[config.mk]
export PLATFORM = sky130hd
export DESIGN_NAME = acog_hub_resp
export DESIGN_NICKNAME = d
export VERILOG_FILES = /design/src/rtl/acog_hub_resp_pkg.sv /design/src/rtl/acog_hub_lane.sv /design/src/rtl/acog_hub_resp.sv
export SDC_FILE = /design/constraint.sdc
export NUM_CORES = 1
export LEC_CHECK = 0
export ABC_AREA = 0
export BUFFER_PORTS_ARGS = -buffer_cell sky130_fd_sc_hd__buf_2
export CAP_MARGIN = 10
export CORE_AREA = 2 2 217 219
export CTS_BUF_LIST = sky130_fd_sc_hd__clkbuf_8
export CTS_CLUSTER_DIAMETER = 50
export CTS_CLUSTER_SIZE = 25
export DETAILED_ROUTE_END_ITERATION = 10
export DIE_AREA = 0 0 219 221
export GPL_ROUTABILITY_DRIVEN = 0
export PLACE_DENSITY = 0.46
export REMOVE_ABC_BUFFERS = 1
export SKIP_LAST_GASP = 1
export SYNTH_ARGS = -nofsm -noshare
export SYNTH_HDL_FRONTEND = slang
export SYNTH_SLANG_ARGS = --single-unit
[constraint.sdc]
create_clock -name clk_in -period 3.6 [get_ports clk_in]
set_input_delay 0.54 -clock clk_in [delete_from_list [all_inputs] [get_ports clk_in]]
set_output_delay 0.54 -clock clk_in [all_outputs]
set_load 0.01 [all_outputs]
[src/rtl/acog_hub_resp_pkg.sv]
// Hub operation codes and responder state encoding shared by the hub responder and its lane helper.
package acog_hub_resp_pkg;

  localparam logic [4:0] HUB_RDBYTE = 5'h00;
  localparam logic [4:0] HUB_RDWORD = 5'h01;
  localparam logic [4:0] HUB_RDLONG = 5'h02;
  localparam logic [4:0] HUB_WRBYTE = 5'h04;
  localparam logic [4:0] HUB_WRWORD = 5'h05;
  localparam logic [4:0] HUB_WRLONG = 5'h06;

  typedef enum logic [1:0] {
    HST_IDLE   = 2'd0,
    HST_ACCESS = 2'd1,
    HST_RESP   = 2'd2
  } hub_state_e;

endpackage

[src/rtl/acog_hub_lane.sv]
// Byte/word/long lane steering for one hub op: write enables, replicated write data
// and right-justified, zero-extended read data. Undefined ops are reported invalid.
module acog_hub_lane
  import acog_hub_resp_pkg::*;
(
  input  logic [4:0]  op_i,
  input  logic [1:0]  addr_lo_i,
  input  logic [31:0] wdata_i,
  input  logic [31:0] rdata_i,
  output logic        valid_o,
  output logic        we_o,
  output logic [3:0]  be_o,
  output logic [31:0] wdata_o,
  output logic [31:0] rdata_o
);

  always_comb begin
    valid_o = 1'b0;
    we_o    = 1'b0;
    be_o    = 4'b0000;
    wdata_o = '0;
    rdata_o = '0;
    case (op_i)
      HUB_RDBYTE: begin
        valid_o = 1'b1;
        rdata_o = {24'h0, rdata_i[{addr_lo_i, 3'b000} +: 8]};
      end
      HUB_RDWORD: begin
        valid_o = 1'b1;
        rdata_o = {16'h0, rdata_i[{addr_lo_i[1], 4'b0000} +: 16]};
      end
      HUB_RDLONG: begin
        valid_o = 1'b1;
        rdata_o = rdata_i;
      end
      HUB_WRBYTE: begin
        valid_o = 1'b1;
        we_o    = 1'b1;
        be_o    = 4'b0001 << addr_lo_i;
        wdata_o = {4{wdata_i[7:0]}};
      end
      HUB_WRWORD: begin
        valid_o = 1'b1;
        we_o    = 1'b1;
        be_o    = addr_lo_i[1] ? 4'b1100 : 4'b0011;
        wdata_o = {2{wdata_i[15:0]}};
      end
      HUB_WRLONG: begin
        valid_o = 1'b1;
        we_o    = 1'b1;
        be_o    = 4'b1111;
        wdata_o = wdata_i;
      end
      default: ;
    endcase
  end

endmodule

[src/rtl/acog_hub_resp.sv]
// Hub-side responder: a free-running slot visits each cog in turn and services one held
// request per visit through the single-port hub RAM, returning a one-cycle ack with read data.
//
// state      | meaning
// HST_IDLE   | waiting for req[slot]; accepting edge latches the request and mem_* outputs
// HST_ACCESS | RAM strobe cycle (mem_en_o high for valid ops)
// HST_RESP   | RAM data returning; closing edge registers rdata and the ack pulse
module acog_hub_resp
  import acog_hub_resp_pkg::*;
#(
  parameter int NCOGS = 8,
  parameter int AW    = 16
) (
  input  logic                  clk_in,
  input  logic                  reset_n_in,
  input  logic [NCOGS-1:0]      hub_req_in,
  input  logic [5*NCOGS-1:0]    hub_op_in,
  input  logic [AW*NCOGS-1:0]   hub_addr_in,
  input  logic [32*NCOGS-1:0]   hub_wdata_in,
  output logic [NCOGS-1:0]      hub_ack_o,
  output logic [31:0]           hub_rdata_o,
  output logic [2:0]            slot_o,
  output logic                  mem_en_o,
  output logic                  mem_we_o,
  output logic [3:0]            mem_be_o,
  output logic [AW-3:0]         mem_addr_o,
  output logic [31:0]           mem_wdata_o,
  input  logic [31:0]           mem_rdata_in
);

  localparam logic [2:0] SLOT_LAST = 3'(NCOGS - 1);

  hub_state_e       state_q, state_d;
  logic [2:0]       slot_q, slot_d;
  logic [2:0]       cog_q, cog_d;
  logic [4:0]       op_q, op_d;
  logic [1:0]       addr_lo_q, addr_lo_d;
  logic [NCOGS-1:0] ack_q, ack_d;
  logic [31:0]      rdata_q, rdata_d;
  logic             mem_en_q, mem_en_d;
  logic             mem_we_q, mem_we_d;
  logic [3:0]       mem_be_q, mem_be_d;
  logic [AW-3:0]    mem_addr_q, mem_addr_d;
  logic [31:0]      mem_wdata_q, mem_wdata_d;

  logic             sel_req;
  logic [4:0]       sel_op;
  logic [AW-1:0]    sel_addr;
  logic [31:0]      sel_wdata;

  logic             in_idle;
  logic [4:0]       lane_op;
  logic [1:0]       lane_lo;
  logic             lane_valid;
  logic             lane_we;
  logic [3:0]       lane_be;
  logic [31:0]      lane_wdata;
  logic [31:0]      lane_rdata;

  always_comb begin
    sel_req   = 1'b0;
    sel_op    = '0;
    sel_addr  = '0;
    sel_wdata = '0;
    for (int i = 0; i < NCOGS; i++) begin
      if (slot_q == 3'(i)) begin
        sel_req   = hub_req_in[i];
        sel_op    = hub_op_in[5*i +: 5];
        sel_addr  = hub_addr_in[AW*i +: AW];
        sel_wdata = hub_wdata_in[32*i +: 32];
      end
    end
  end

  // One lane helper serves both ends: the slot's request while idle, the held op afterwards.
  assign in_idle = (state_q == HST_IDLE);
  assign lane_op = in_idle ? sel_op : op_q;
  assign lane_lo = in_idle ? sel_addr[1:0] : addr_lo_q;

  acog_hub_lane u_lane (
    .op_i      (lane_op),
    .addr_lo_i (lane_lo),
    .wdata_i   (sel_wdata),
    .rdata_i   (mem_rdata_in),
    .valid_o   (lane_valid),
    .we_o      (lane_we),
    .be_o      (lane_be),
    .wdata_o   (lane_wdata),
    .rdata_o   (lane_rdata)
  );

  assign slot_d = (slot_q == SLOT_LAST) ? 3'd0 : slot_q + 3'd1;

  always_comb begin
    state_d     = state_q;
    cog_d       = cog_q;
    op_d        = op_q;
    addr_lo_d   = addr_lo_q;
    ack_d       = '0;
    rdata_d     = '0;
    mem_en_d    = 1'b0;
    mem_we_d    = 1'b0;
    mem_be_d    = 4'b0000;
    mem_addr_d  = '0;
    mem_wdata_d = '0;
    case (state_q)
      HST_IDLE: begin
        if (sel_req) begin
          state_d   = HST_ACCESS;
          cog_d     = slot_q;
          op_d      = sel_op;
          addr_lo_d = sel_addr[1:0];
          if (lane_valid) begin
            mem_en_d    = 1'b1;
            mem_we_d    = lane_we;
            mem_be_d    = lane_be;
            mem_addr_d  = sel_addr[AW-1:2];
            mem_wdata_d = lane_wdata;
          end
        end
      end
      HST_ACCESS: state_d = HST_RESP;
      HST_RESP: begin
        state_d = HST_IDLE;
        rdata_d = lane_rdata;
        for (int i = 0; i < NCOGS; i++) begin
          ack_d[i] = (cog_q == 3'(i));
        end
      end
      default: state_d = HST_IDLE;
    endcase
  end

  always_ff @(posedge clk_in or negedge reset_n_in) begin
    if (!reset_n_in) begin
      state_q     <= HST_IDLE;
      slot_q      <= 3'd0;
      cog_q       <= 3'd0;
      op_q        <= '0;
      addr_lo_q   <= '0;
      ack_q       <= '0;
      rdata_q     <= '0;
      mem_en_q    <= 1'b0;
      mem_we_q    <= 1'b0;
      mem_be_q    <= 4'b0000;
      mem_addr_q  <= '0;
      mem_wdata_q <= '0;
    end else begin
      state_q     <= state_d;
      slot_q      <= slot_d;
      cog_q       <= cog_d;
      op_q        <= op_d;
      addr_lo_q   <= addr_lo_d;
      ack_q       <= ack_d;
      rdata_q     <= rdata_d;
      mem_en_q    <= mem_en_d;
      mem_we_q    <= mem_we_d;
      mem_be_q    <= mem_be_d;
      mem_addr_q  <= mem_addr_d;
      mem_wdata_q <= mem_wdata_d;
    end
  end

  assign hub_ack_o   = ack_q;
  assign hub_rdata_o = rdata_q;
  assign slot_o      = slot_q;
  assign mem_en_o    = mem_en_q;
  assign mem_we_o    = mem_we_q;
  assign mem_be_o    = mem_be_q;
  assign mem_addr_o  = mem_addr_q;
  assign mem_wdata_o = mem_wdata_q;

endmodule

==> results.yml, run 1 <==
sta:
  setup_tns_ns: 0
  holdWs_ns: 0.211
  slew_violations: 0
  finalCritPeriodShare_pct: 95.0
  setup_viol: 0
  finClkSkew_ns: 0.0251
  worst_pin_slew_ns: 1.15
  grt_setup_unrepaired: "false"
  max_freq_ghz: 0.292
  period_needed_ns: 3.42
  hold_viol_final: 0
  slew_headroom_pct: 23.3
final_layout:
  multi_input_area_um2: 5270
  layout.cells.non_filler: 2205
  ff_latch_area_um2: 2680
  drive_gt1_share_pct: 42.6
  nets: 2062
  fillers: 5166
  design_area_um2: 12200
  final_common_cell: "buf_2"
  mostFrequentLayoutCells: "buf_2 (559), nor2_1 (124), a21oi_1 (117)"
  syn_to_final_growth_pct: 44.0
power_and_ir_drop:
  powerDensity_nw_per_um2: 256
  vdd_ir_drop_max_mv: 0.231
  p_leak_uw: 0.00607
setup_path:
  r2r_end: "hub_rdata_o[4]"
  cpLargestDelayFamily: "compound AO/OA/AOI/OAI gates"
  critical_path_buf_inv_count: 0
  worstPathCellList: "ha_1 -> ha_4 -> or2_1 -> o21ai_1 -> a31oi_2 -> o21bai_2 -> mux2i_1 -> mux2i_1 -> a22o_1"
  cpMostUsedCell: "mux2i_1"
  startpoint: "slot_o[0]"
  criticalPathCategory: "flop to flop"
  critPathCapture: "hub_rdata_o[4]"
  cp_data_required_time_ns: 3.92
  slowest_delay_ns: 0.92
  worstPathArrival_ns: 3.74
  endpoint_kind: "flop"
  critPathSlowestCell: "o21bai_2"
  startpoint_type: "flop"
  reg2reg_from: "slot_o[0]"
  reg2reg_depth: 9
  crit_fanout: 16
  cp_num_cells: 9
  ff2ff_setup_slack_ns: 0.18
yosys:
  synth-main-ff-cell: "dfrtp_1"
  yosysWarnings: 0
  syn_area_per_cell_um2: 7.89
  synthCells: 1077
  syn_area_um2: 8500
  synth_seq_area_share_pct: 31.5
  synth_top_area_share_pct: 31.5
  synth_cell_type_count: 74
  ys_seq_elements: 107
  post-synth-top-area-cell: "dfrtp_1"
  synth_edf_count: 0
  async_flop_share_pct: 100
  synth.area.top_cells: "dfrtp_1 (32%), a21oi_1 (6.9%), nor2_1 (5.5%)"
clock_network:
  numCtsBuffers: 9
  clk_pin_slew_ns: 0.12
  cts_tree: "done"
  clock_sinks: 107
  clock_latency_ns: 0.44
  htreeDepth: 3
  post_cts_resized: 0
  root_buffer: "clkbuf_8"
  clock_tree.buffer_depth: 2
global_routing:
  antenna_found_initial: 8
  grt_pass1_vias: 11100
  grt-ovfl-total: 0
  track_usage_pct: 20.0
  grt_pass1_wl_mm: 71.6
  grt_max_degree: 95
place:
  dp_cells: 2185
  portBuffers: 560
  place_area_um2: 12000
  dpl.hpwl_mm: 39.5
floorplan:
  row_count: 79
  core_area_um2: 46100
  pin_count: 561
  die_w_um: 219
  die-height_um: 221
  die_area_um2: 48400
  initial_core_util_pct: 18.4
flow_run:
  maxCapViolCount: 0
detailed_routing:
  drt_iter0_drc: 769
  vias_per_cell: 4.97
  dr.pass1.iters: 6
  ant_nets: 0
  drc: 0
  drt-wirelength-per-cell_um: 22.8
  vias: 11000
  wl_mm: 50.2
run_status:
  status: "finished clean"
min_path:
  min_path_type: "input port to asynchronous set/reset pin"
per-layer routing:
layer  routed length, um  global-route usage (%)  up-vias
met2               24600                    34.5      604
met3                3760                    3.95       73
met1               20200                    24.4     5253
met5                  33                       0        -
li1                    -                       -     5030
met4                1560                    7.48        6
synth_stat cells (4+ instances only):
library cell,number
a211oi_1,17
a21oi_1,117
a21oi_2,5
a221o_1,6
a221oi_1,45
a22o_1,8
a22oi_1,20
a2bb2oi_1,7
a31o_2,9
a31oi_1,6
a32oi_1,9
and2_1,22
buf_1,8
buf_2,28
buf_4,4
buf_6,8
clkbuf_1,61
dfrtp_1,107
ha_1,6
inv_1,21
mux2i_1,31
nand2_1,104
nand2b_1,22
nand3b_1,16
nand4_1,8
nor2_1,125
nor2b_1,15
nor3_1,5
nor3b_1,5
o211ai_1,34
o21ai_0,79
o221ai_1,8
o22a_1,8
o31a_1,16
o31ai_1,23
or3_1,8
flip-flops by register name (all words and copies together), names as in the netlist:
name	flops
hub_ack_o	8
addr_lo_q	2
state_q	2
mem_wdata_o	32
hub_rdata_o	32
slot_o	3
mem_addr_o	14
mem_we_o	1
op_q	5
mem_be_o	4
cog_q	3
mem_en_o	1
cell families after synthesis:
group	share of synthesized area (%)
AOI/OAI and AO/OA	36.3
and+or+nand+nor	20.0
buffers and inverters	7.27
DFF	31.5
muxes	4.05
adders and majority gates	0.883
report_power, final:
group          switching, uW  total [uW]  internal [uW]
Sequential              32.2        1290           1250
Clock                    557         841            285
Combinational            552        1010            454
metrics by stage:
step	total power (uW)	utilization, %	setup slack (ns)
2_1_floorplan	1770	-	-1.61
3_3_place_gp	2310	26.1	0.325
3_5_place_dp	2320	26.1	0.242
4_1_cts	3190	26.5	0.213
5_1_grt	3320	26.6	0.00126
6_report	3130	26.6	0.181
worst min path at each step:
stage,slack [ns],startpoint,end
after floorplan,0.24,reset_n_in,addr_lo_q[0]
after global placement,0.47,op_q[4],op_q[4]
after detailed placement,0.48,op_q[4],op_q[4]
after CTS,0.22,reset_n_in,mem_wdata_o[25]
after global routing,0.28,reset_n_in,hub_ack_o[5]
final,0.21,reset_n_in,hub_ack_o[1]
area by class of cell:
cell class / count / area share (%)
clock inverters: 6 / 0.430
clock buffers: 10 / 1.13
flip-flops and latches: 107 / 21.9
diodes: 3 / 0.0614
multi-input cells: 838 / 43.1
repair buffers: 613 / 26.5
well taps: 607 / 6.21
inverters: 21 / 0.644
what timing repair did:
item | in CTS | in global routing
hold buffers | 0 | 0
setup endpoints to repair | 0 | 8
buffers inserted | 0 | 1
Note: power is estimated with default switching activity, not from simulation.
==> inputs of run 2 (changes only) <==
--- a/config.mk
+++ b/config.mk
@@ -8,14 +8,14 @@
 export ABC_AREA = 0
 export BUFFER_PORTS_ARGS = -buffer_cell sky130_fd_sc_hd__buf_2
 export CAP_MARGIN = 10
-export CORE_AREA = 2 2 217 219
+export CORE_AREA = 2 2 220 222
 export CTS_BUF_LIST = sky130_fd_sc_hd__clkbuf_8
 export CTS_CLUSTER_DIAMETER = 50
 export CTS_CLUSTER_SIZE = 25
 export DETAILED_ROUTE_END_ITERATION = 10
-export DIE_AREA = 0 0 219 221
+export DIE_AREA = 0 0 222 224
 export GPL_ROUTABILITY_DRIVEN = 0
-export PLACE_DENSITY = 0.46
+export PLACE_DENSITY = 0.45
 export REMOVE_ABC_BUFFERS = 1
 export SKIP_LAST_GASP = 1
 export SYNTH_ARGS = -nofsm -noshare
==> run 2 against run 1 <==
Net effect: register-to-register slack improved by 0.09 ns; sequential share of layout area about the same; combinational power hardly changed; critical path depth rose by 1; count of clock-buffer cells in the layout decreased by 1; final area is 0.17% higher; cell count about the same; core utilization is 0.68 points lower.
==> results.yml, run 2 (synthesized netlist as in run 1, its figures left out) <==
run_status:
  status: "finished clean"
setup_path:
  startpoint_type: "flop"
  reg2reg_from: "slot_o[0]"
  critPathSlowestCell: "dfrtp_1"
  cp_data_required_time_ns: 3.96
  slowest_delay_ns: 0.46
  ff2ff_setup_slack_ns: 0.27
  worstPathCellList: "ha_1 -> ha_4 -> or2_1 -> a211oi_1 -> o22ai_1 -> a32o_1 -> nor2_2 -> and3_1 -> buf_4 -> a22o_1"
  endpoint_kind: "flop"
  crit_fanout: 24
  criticalPathCategory: "flop to flop"
  startpoint: "slot_o[0]"
  worstPathArrival_ns: 3.69
  reg2reg_depth: 10
  r2r_end: "hub_rdata_o[2]"
floorplan:
  row_count: 80
  pin_count: 561
  die-height_um: 224
  core_area_um2: 47300
  initial_core_util_pct: 17.9
  die_area_um2: 49700
  die_w_um: 222
clock_network:
  root_buffer: "clkbuf_8"
  clock_tree.buffer_depth: 2
  htreeDepth: 3
  cts_tree: "done"
  clk_pin_slew_ns: 0.11
  numCtsBuffers: 9
  clock_sinks: 107
  clock_latency_ns: 0.43
  ctsHoldBuffers: 0
  post-cts-setup-buffer-count: 0
  post_cts_resized: 0
detailed_routing:
  ant_nets: 0
  vias: 11000
  drc: 0
  drt-wirelength-per-cell_um: 23.3
  vias_per_cell: 4.96
  wl_mm: 51.5
  drt_iter0_drc: 841
  dr.pass1.iters: 5
power_and_ir_drop:
  p_int_uw: 1960
  p_leak_uw: 0.00606
  swShare_pct: 35.8
  vdd_ir_drop_max_mv: 0.169
  switching_power_uw: 1090
  combPwrFrac_pct: 33.1
  pwr-share-clk_pct: 24.8
  seqPwrFrac_pct: 42.1
  finalPower_uw: 3060
  powerDensity_nw_per_um2: 249
sta:
  period_needed_ns: 3.33
  slew_headroom_pct: 37.2
  setup_tns_ns: 0
  finalCritPeriodShare_pct: 92.4
  slew_violations: 0
  grt_setup_unrepaired: "false"
  setup_viol: 0
  max_freq_ghz: 0.301
  finClkSkew_ns: 0.0128
  worst_pin_slew_ns: 0.937
  hold_viol_final: 0
final_layout:
  fin_util_pct: 25.9
  syn_to_final_growth_pct: 44.2
  nets: 2056
  final_common_cell: "buf_2"
  drive_gt1_share_pct: 42.4
  design_area_um2: 12300
  mostFrequentLayoutCells: "buf_2 (559), nor2_1 (124), a21oi_1 (117)"
global_routing:
  grt_pass1_vias: 11000
  track_usage_pct: 20.0
  grt_pass1_wl_mm: 73.1
  grt_max_degree: 78
  grt-ovfl-total: 0
  antenna_found_initial: 13
flow_run:
  maxCapViolCount: 0
place:
  dpl.hpwl_mm: 41.0
  portBuffers: 560
  place_area_um2: 12100
min_path:
  min_path_type: "input port to asynchronous set/reset pin"
[run 2: metrics by stage]
step / worst slack (ns) / instances / hold WS (ns)
after global placement: 0.340 / 2188 / 0.468
final: 0.273 / 2207 / 0.0661
after global routing: 0.0483 / 2206 / 0.0834
after CTS: 0.196 / 2203 / 0.0695
after floorplan: -1.61 / 966 / 0.244
after detailed placement: 0.212 / 2188 / 0.474
[run 2: critical path: cells and delay by family, from the launching register on]
kind	cells	cell delay (ns)
simple gates	3	0.99
compound gates	4	0.99
fa+ha+maj	2	0.52
flops	1	0.46
buf+inv	1	0.26
[run 2: worst max path at each step]
stage | to | slack (ns) | depth (start not counted)
2_1_floorplan | mem_wdata_o[23] | -1.61 | 8
3_3_place_gp | hub_rdata_o[1] | 0.34 | 9
3_5_place_dp | hub_rdata_o[7] | 0.21 | 9
4_1_cts | hub_rdata_o[7] | 0.20 | 9
5_1_grt | mem_wdata_o[23] | 0.05 | 10
6_report | hub_rdata_o[2] | 0.27 | 10
[run 2: power by group through the flow]
stage	combinational, uW	clock [uW]	sequential, uW
after global routing	1100	847	1300
after global placement	1000	0	1310
after CTS	1010	809	1290
after floorplan	449	0	1320
final	1010	758	1290
after detailed placement	1010	0	1310
[run 2: final cells by class]
| cell class | count | area (um^2) |
|---|---|---|
| tap | 615 | 769 |
| clock inverter | 6 | 47.5 |
| fill | 5316 | 35100 |
| sequential | 107 | 2680 |
| antenna | 4 | 10.0 |
| timing repair buffer | 607 | 3260 |
| multi-input combinational | 838 | 5280 |
| clock buffer | 9 | 124 |
| inverter | 21 | 78.8 |
[run 2: routing by layer]
metal	vias to the layer above	share of wire, %	GRT usage [%]
li1	5010	-	-
met1	5269	41	25.0
met2	600	48	33.6
met3	67	8.1	4.91
met4	8	3.1	6.80
met5	-	0.11	0
